**src/rtl/vcxo_host_link.sv**
```systemverilog
// vcxo_host_link: SPI slave bridge between the host and the VCXO discipline loop.
// The host writes 16-bit correction words and reads back a status frame with
// saturated frequency error and clamped pump duty. It also provides a lock
// detector on the measured frequency error.
//
// state | meaning
// ------+-----------------------------------------------------------
// IDLE  | waiting for a chip-select falling edge
// SHIFT | frame in progress, sck edges move RX/TX data
// DONE  | one-cycle frame close, correction/error result is visible
module vcxo_host_link #(
  parameter int         FRAME_BITS  = 40,
  parameter logic [7:0] CMD_WR_CORR = 8'h01,
  parameter logic [7:0] SYNC_BYTE   = 8'hA5,
  parameter int         LOCK_CYCLES = 1024
) (
  input  logic               clk_in,
  input  logic               reset_in,
  input  logic               spi_sck,
  input  logic               spi_cs_n,
  input  logic               spi_mosi,
  output logic               spi_miso,
  input  logic signed [31:0] freq_error,
  input  logic signed [31:0] PWM,
  output logic signed [15:0] VCXO_correction,
  output logic               corr_strobe,
  output logic               locked,
  output logic [7:0]         frame_err_cnt
);

  localparam int CNT_W  = $clog2(FRAME_BITS + 2);
  localparam int LOCK_W = $clog2(LOCK_CYCLES + 1);
  localparam logic [CNT_W-1:0]  FRAME_LEN = CNT_W'(FRAME_BITS);
  localparam logic [CNT_W-1:0]  CNT_MAX   = CNT_W'(FRAME_BITS + 1);
  localparam logic [CNT_W-1:0]  HDR_LEN   = CNT_W'(24);
  localparam logic [LOCK_W-1:0] LOCK_MAX  = LOCK_W'(LOCK_CYCLES);

  typedef enum logic [1:0] {IDLE, SHIFT, DONE} state_t;

  state_t state, state_nxt;
  logic   pend, pend_nxt;
  logic   start_frame, end_frame;

  logic [1:0] sck_sync, cs_sync, mosi_sync;
  logic       sck_prev, cs_prev;
  logic       sck_rise, sck_fall, cs_rise, cs_fall;

  logic [CNT_W-1:0]  bit_cnt;
  logic [23:0]       rx_hdr;
  logic [39:0]       tx_sr;
  logic [15:0]       fe16, pwm16;
  logic [LOCK_W-1:0] lock_cnt;

  // Synchronize SPI pins; reset value 0 on cs forces a high observation before any falling edge.
  always_ff @(posedge clk_in) begin
    if (reset_in) begin
      sck_sync  <= '0;
      cs_sync   <= '0;
      mosi_sync <= '0;
      sck_prev  <= 1'b0;
      cs_prev   <= 1'b0;
    end else begin
      sck_sync  <= {sck_sync[0], spi_sck};
      cs_sync   <= {cs_sync[0], spi_cs_n};
      mosi_sync <= {mosi_sync[0], spi_mosi};
      sck_prev  <= sck_sync[1];
      cs_prev   <= cs_sync[1];
    end
  end

  assign sck_rise = sck_sync[1] & ~sck_prev;
  assign sck_fall = ~sck_sync[1] & sck_prev;
  assign cs_rise  = cs_sync[1] & ~cs_prev;
  assign cs_fall  = ~cs_sync[1] & cs_prev;

  // State register plus the held-over cs falling edge seen during DONE.
  always_ff @(posedge clk_in) begin
    if (reset_in) begin
      state <= IDLE;
      pend  <= 1'b0;
    end else begin
      state <= state_nxt;
      pend  <= pend_nxt;
    end
  end

  // Next-state logic and frame start/end qualifiers.
  always_comb begin
    state_nxt   = state;
    pend_nxt    = pend;
    start_frame = 1'b0;
    end_frame   = 1'b0;
    case (state)
      IDLE: begin
        if (cs_fall || pend) begin
          state_nxt   = SHIFT;
          start_frame = 1'b1;
          pend_nxt    = 1'b0;
        end
      end
      SHIFT: begin
        if (cs_rise) begin
          state_nxt = DONE;
          end_frame = 1'b1;
        end
      end
      DONE: begin
        state_nxt = IDLE;
        if (cs_fall) pend_nxt = 1'b1;
      end
      default: state_nxt = IDLE;
    endcase
  end

  // Status word fields: signed saturation of the error, unsigned clamp of the duty.
  always_comb begin
    if (freq_error > 32'sd32767)       fe16 = 16'h7FFF;
    else if (freq_error < -32'sd32768) fe16 = 16'h8000;
    else                               fe16 = freq_error[15:0];
    if (PWM < 32'sd0)                  pwm16 = 16'h0000;
    else if (PWM > 32'sd65535)         pwm16 = 16'hFFFF;
    else                               pwm16 = PWM[15:0];
  end

  // Frame datapath. Only the 24-bit header (opcode + correction) is kept from RX;
  // the decision is registered on the SHIFT->DONE edge so corr_strobe lines up with DONE.
  always_ff @(posedge clk_in) begin
    if (reset_in) begin
      bit_cnt         <= '0;
      rx_hdr          <= '0;
      tx_sr           <= '0;
      VCXO_correction <= '0;
      corr_strobe     <= 1'b0;
      frame_err_cnt   <= '0;
    end else begin
      corr_strobe <= 1'b0;
      if (start_frame) begin
        bit_cnt <= '0;
        rx_hdr  <= '0;
        tx_sr   <= {SYNC_BYTE, fe16, pwm16};
      end else if (state == SHIFT) begin
        if (sck_rise) begin
          if (bit_cnt < HDR_LEN) rx_hdr <= {rx_hdr[22:0], mosi_sync[1]};
          if (bit_cnt != CNT_MAX) bit_cnt <= bit_cnt + CNT_W'(1);
        end
        if (sck_fall) tx_sr <= {tx_sr[38:0], 1'b0};
      end
      if (end_frame) begin
        if (bit_cnt == FRAME_LEN) begin
          if (rx_hdr[23:16] == CMD_WR_CORR) begin
            VCXO_correction <= rx_hdr[15:0];
            corr_strobe     <= 1'b1;
          end
        end else if (frame_err_cnt != 8'hFF) begin
          frame_err_cnt <= frame_err_cnt + 8'd1;
        end
      end
    end
  end

  assign spi_miso = (state == SHIFT) && (bit_cnt < FRAME_LEN) && tx_sr[39];

  // Lock detector: count consecutive zero-error cycles, saturating at the lock threshold.
  always_ff @(posedge clk_in) begin
    if (reset_in) begin
      lock_cnt <= '0;
    end else if (freq_error != 32'sd0) begin
      lock_cnt <= '0;
    end else if (lock_cnt != LOCK_MAX) begin
      lock_cnt <= lock_cnt + LOCK_W'(1);
    end
  end

  assign locked = (lock_cnt == LOCK_MAX);

endmodule

```
**config.mk**
```make
export PLATFORM = sky130hd
export DESIGN_NAME = vcxo_host_link
export DESIGN_NICKNAME = d
export VERILOG_FILES = /design/src/rtl/vcxo_host_link.sv
export SDC_FILE = /design/constraint.sdc
export NUM_CORES = 1
export LEC_CHECK = 0
export BUFFER_PORTS_ARGS = -buffer_cell sky130_fd_sc_hd__buf_4
export CAP_MARGIN = 20
export CORE_MARGIN = 4
export CORE_UTILIZATION = 42
export DETAILED_ROUTE_END_ITERATION = 8
export GPL_ROUTABILITY_DRIVEN = 1
export PLACE_DENSITY = 0.61
export SLEW_MARGIN = 40
export SYNTH_ARGS = -nofsm -noshare
export SYNTH_HDL_FRONTEND = slang
export SYNTH_SLANG_ARGS = --single-unit
export TNS_END_PERCENT = 30
```
**constraint.sdc**
```tcl
create_clock -name clk_in -period 2.7 [get_ports clk_in]
set_clock_uncertainty 0.2 [all_clocks]
set_input_delay 0.405 -clock clk_in [delete_from_list [all_inputs] [get_ports clk_in]]
set_output_delay 0.405 -clock clk_in [all_outputs]
set_load 0.02 [all_outputs]
```
==> flow_metrics.env <==
export IMPL_final_routed_wire_length_divided_by_cell_count_um=13.7
export IMPL_post_layout_total_power_uw=4330
export IMPL_worst_stage_delay_on_the_critical_path_ns=0.38
export IMPL_finalWorstPathRequiredPeriod_ns=2.23
export IMPL_wirelength_mm=11.9
export IMPL_worst_case_hold_path_end_point="mosi_sync[0]"
export IMPL_grt_start_max_net_pins=75
export IMPL_max_slew_margin=0.490
export IMPL_r2r_end="VCXO_correction[2]"
export IMPL_maxSlewViolCount=0
export IMPL_ios=96
export IMPL_clk_pin_slew_ns=0.05
export IMPL_post_synthesis_compound_gate_area_fraction=0.181
export IMPL_status="finished, final reports clean"
export IMPL_post_route_util=0.544
export IMPL_yosys_cell_types_count=52
export IMPL_gp_congestion=0.759
export IMPL_vias_in_the_first_global_route=4328
export IMPL_min_delay_path_class="input pin to flip-flop"
export IMPL_main_combinational_cell_family_by_area_after_synthesis="simple AND/OR/NAND/NOR gates"
export IMPL_final_setup_tns_ns=0
export IMPL_area_overhead_vs_synth_pct=26.9
export IMPL_synth_cell_area_sq_um=5150
export IMPL_layout_common_cells="146 x sky130_fd_sc_hd__nand2_1, 117 x sky130_fd_sc_hd__dfxtp_1, 103 x sky130_fd_sc_hd__buf_4"
export IMPL_placement_io_buffers=95
export IMPL_setup_repair_after_global_routing_missed_its_margin="false"
export IMPL_final_layout_size_suffix_gt1_frac=0.223
export IMPL_cts_hold_buffers_added=0
export IMPL_timing_reg2reg_setup_slack_ns=0.56
export IMPL_timing_critical_path_cells="nor4b_1 -> and4b_1 -> buf_4"
export IMPL_setup_worst_path_class="flip-flop to output port"
export IMPL_chip_height_um=119
export IMPL_yosys_register_bits=117
export IMPL_detailroute_via_count=4652
export IMPL_post_cts_buffers=0
export IMPL_mean_area_per_synthesized_cell_sq_um=8.18
export IMPL_crit_path_start_kind="flip-flop"
export IMPL_yosysSeqAreaShare=0.455
export IMPL_synth_area_mux_share=0.00850
export IMPL_core_rowCount=40
export IMPL_vias_per_cell=5.37
export IMPL_synth_fp_nets=704
export IMPL_worstMarginPinSlew_ns=0.765
export IMPL_required_ns=2.10
export IMPL_synth_yosys_warnings=0
export IMPL_n_antenna_cell=0
export IMPL_clk_insertion_delay_late_ns=0.41
export IMPL_peakVddDrop_mv=0.542
export IMPL_syn_instance_count=630
export IMPL_end_kind="output port"
export IMPL_detail_route_wirelength_met1_mm=5.52
export IMPL_total_leakage_power_uw=0.00233
export IMPL_top_layer="met4"
export IMPL_power_density_cell_area_nw_per_um2=662
export IMPL_antenna_found_initial=0
export IMPL_met3_wirelength_um=519
export IMPL_post_synth_and_or_nand_nor_area_fraction=0.271
export IMPL_timing_hold_violations_final=0
export IMPL_postRouteAntennaNets=0
export IMPL_yosys_most_used_dff="sky130_fd_sc_hd__dfxtp_1"
export IMPL_detailed_place_hpwl_mm=7.96
export IMPL_cts_sinks=117
export IMPL_post_synth_xor_area_fraction=0.0238
export IMPL_final_net_count=781
export IMPL_path_delay_family="simple AND/OR/NAND/NOR gates"
export IMPL_hold_path_origin="spi_mosi"
export IMPL_worst_r2r_startpoint="state[0]"
export IMPL_drt_pre_antenna_iters=4
export IMPL_cts_buffer_depth=2
export IMPL_cap_violations=0
export IMPL_die_w_um=119
export IMPL_timing_final_setup_violations=0
export IMPL_cp_buffers_inverters=1
export IMPL_cp_data_arrival_time_ns=1.63
export IMPL_tritoncts_num_buffers=17
export IMPL_fin_crit_sh=0.826
export IMPL_number_of_cells_on_the_worst_reg_to_reg_path=4
export IMPL_h_tree_depth=4
export IMPL_coreArea_sq_um=12000
export IMPL_globalRouteOverflowTotal=0
export IMPL_postSynth_asyncResetShare=0
export IMPL_fillers=1132
export IMPL_max_freq_mhz=448
export IMPL_route_met2_wl_mm=5.71
export IMPL_hold_path_cell_count=2
export IMPL_critPathMaxFanout=6
export IMPL_drc=0
export IMPL_grtUsageTotal=0.171
export IMPL_crit_slowest_cell="sky130_fd_sc_hd__and4b_1"
export IMPL_fp_dieArea_sq_um=14100
export IMPL_clockRootBuffer="sky130_fd_sc_hd__clkbuf_16"
export IMPL_drt_initial_drc_count=354
export IMPL_postCtsResizedCells=0
export IMPL_layout_cells_most_common="sky130_fd_sc_hd__nand2_1"
export IMPL_post_synth_fa_ha_maj_area_fraction=0.0121
export IMPL_grt_pass1_wl_mm=20.1
export IMPL_synth_edff_count=0
export IMPL_tritoncts="done"
export IMPL_effective_utilization_at_floorplan=0.429
-- layout make-up --
type                            count  area (sq um)  share of cell area
Inverter                            8          30.0             0.00459
Clock inverter                      9           150              0.0230
Clock buffer                       22           474              0.0725
Multi-Input combinational cell    459          2560               0.392
Sequential cell                   117          2340               0.358
Timing Repair Buffer              104           793               0.121
Tap cell                          147           184              0.0281
-- where the power goes --
group | total [uW] | switching, uW | internal [uW]
registers | 1770 | 13.9 | 1750
clock network | 2360 | 751 | 1610
logic | 207 | 98.0 | 109
-- stage by stage --
| step | area (sq um) | worst slack, ns | hold slack (ns) | cells |
|---|---|---|---|---|
| 2_1_floorplan | 5150 | 0.887 | 0.214 | 630 |
| 3_3_place_gp | 5910 | 0.579 | 0.222 | 835 |
| 3_5_place_dp | 5910 | 0.543 | 0.228 | 835 |
| 4_1_cts | 6540 | 0.437 | 0.00139 | 866 |
| 5_1_grt | 6540 | 0.340 | 0.00886 | 866 |
| 6_report | 6540 | 0.469 | 0.0158 | 866 |
-- worst max-delay path by stage --
stage                                start                  to  cells past startpoint
final                          lock_cnt[2]              locked                      3
after floorplan           frame_err_cnt[0]    frame_err_cnt[4]                      5
after detailed placement           PWM[23]            tx_sr[0]                      5
after CTS                      lock_cnt[2]              locked                      3
after global placement      freq_error[10]         lock_cnt[9]                      5
after global routing              state[0]  VCXO_correction[2]                      4
-- routing by layer --
layer | up-vias | global-route usage
li1 | 2379 | -
met1 | 2157 | 0.214
met2 | 105 | 0.281
met3 | 11 | 0.0560
met4 | 0 | 0.0478
met5 | - | 0
-- kinds of logic (layout without fill, tap and decap cells) --
| family | after synthesis | in the layout |
|---|---|---|
| xor gates and xnor gates | 14 | 14 |
| muxes | 4 | 4 |
| buffers and inverters | 54 | 143 |
| DFF | 117 | 117 |
| and+or+nand+nor | 285 | 285 |
| AOI/OAI and AO/OA | 151 | 151 |
| adders and majority gates | 5 | 5 |
-- Yosys cell counts (4+ instances only) --
cell | count | share of area
sky130_fd_sc_hd__inv_1 | 8 | 0.0058
sky130_fd_sc_hd__nor2b_1 | 11 | 0.013
sky130_fd_sc_hd__dfxtp_1 | 117 | 0.45
sky130_fd_sc_hd__buf_2 | 19 | 0.018
sky130_fd_sc_hd__a31o_2 | 15 | 0.026
sky130_fd_sc_hd__clkbuf_1 | 19 | 0.014
sky130_fd_sc_hd__nand2_1 | 146 | 0.11
sky130_fd_sc_hd__nand3_1 | 29 | 0.028
sky130_fd_sc_hd__o21ai_0 | 34 | 0.033
sky130_fd_sc_hd__a31oi_1 | 22 | 0.027
sky130_fd_sc_hd__nor3_1 | 8 | 0.0078
sky130_fd_sc_hd__nor2_1 | 24 | 0.017
sky130_fd_sc_hd__nor4_1 | 15 | 0.018
sky130_fd_sc_hd__a21oi_1 | 54 | 0.052
sky130_fd_sc_hd__ha_1 | 5 | 0.012
sky130_fd_sc_hd__a211oi_1 | 14 | 0.020
sky130_fd_sc_hd__xor2_1 | 8 | 0.014
sky130_fd_sc_hd__buf_4 | 4 | 0.0058
sky130_fd_sc_hd__xnor2_1 | 6 | 0.010
sky130_fd_sc_hd__and3_1 | 15 | 0.018
sky130_fd_sc_hd__nand4_1 | 10 | 0.012
-- flip-flops by register name, summed over array words and instances, names as in the netlist, 2 cells and up --
signal	flops
mosi_sync	2
rx_hdr	24
bit_cnt	6
frame_err_cnt	8
cs_sync	2
state	2
sck_sync	2
VCXO_correction	16
lock_cnt	11
tx_sr	40
(Power assumes the default switching activity.)
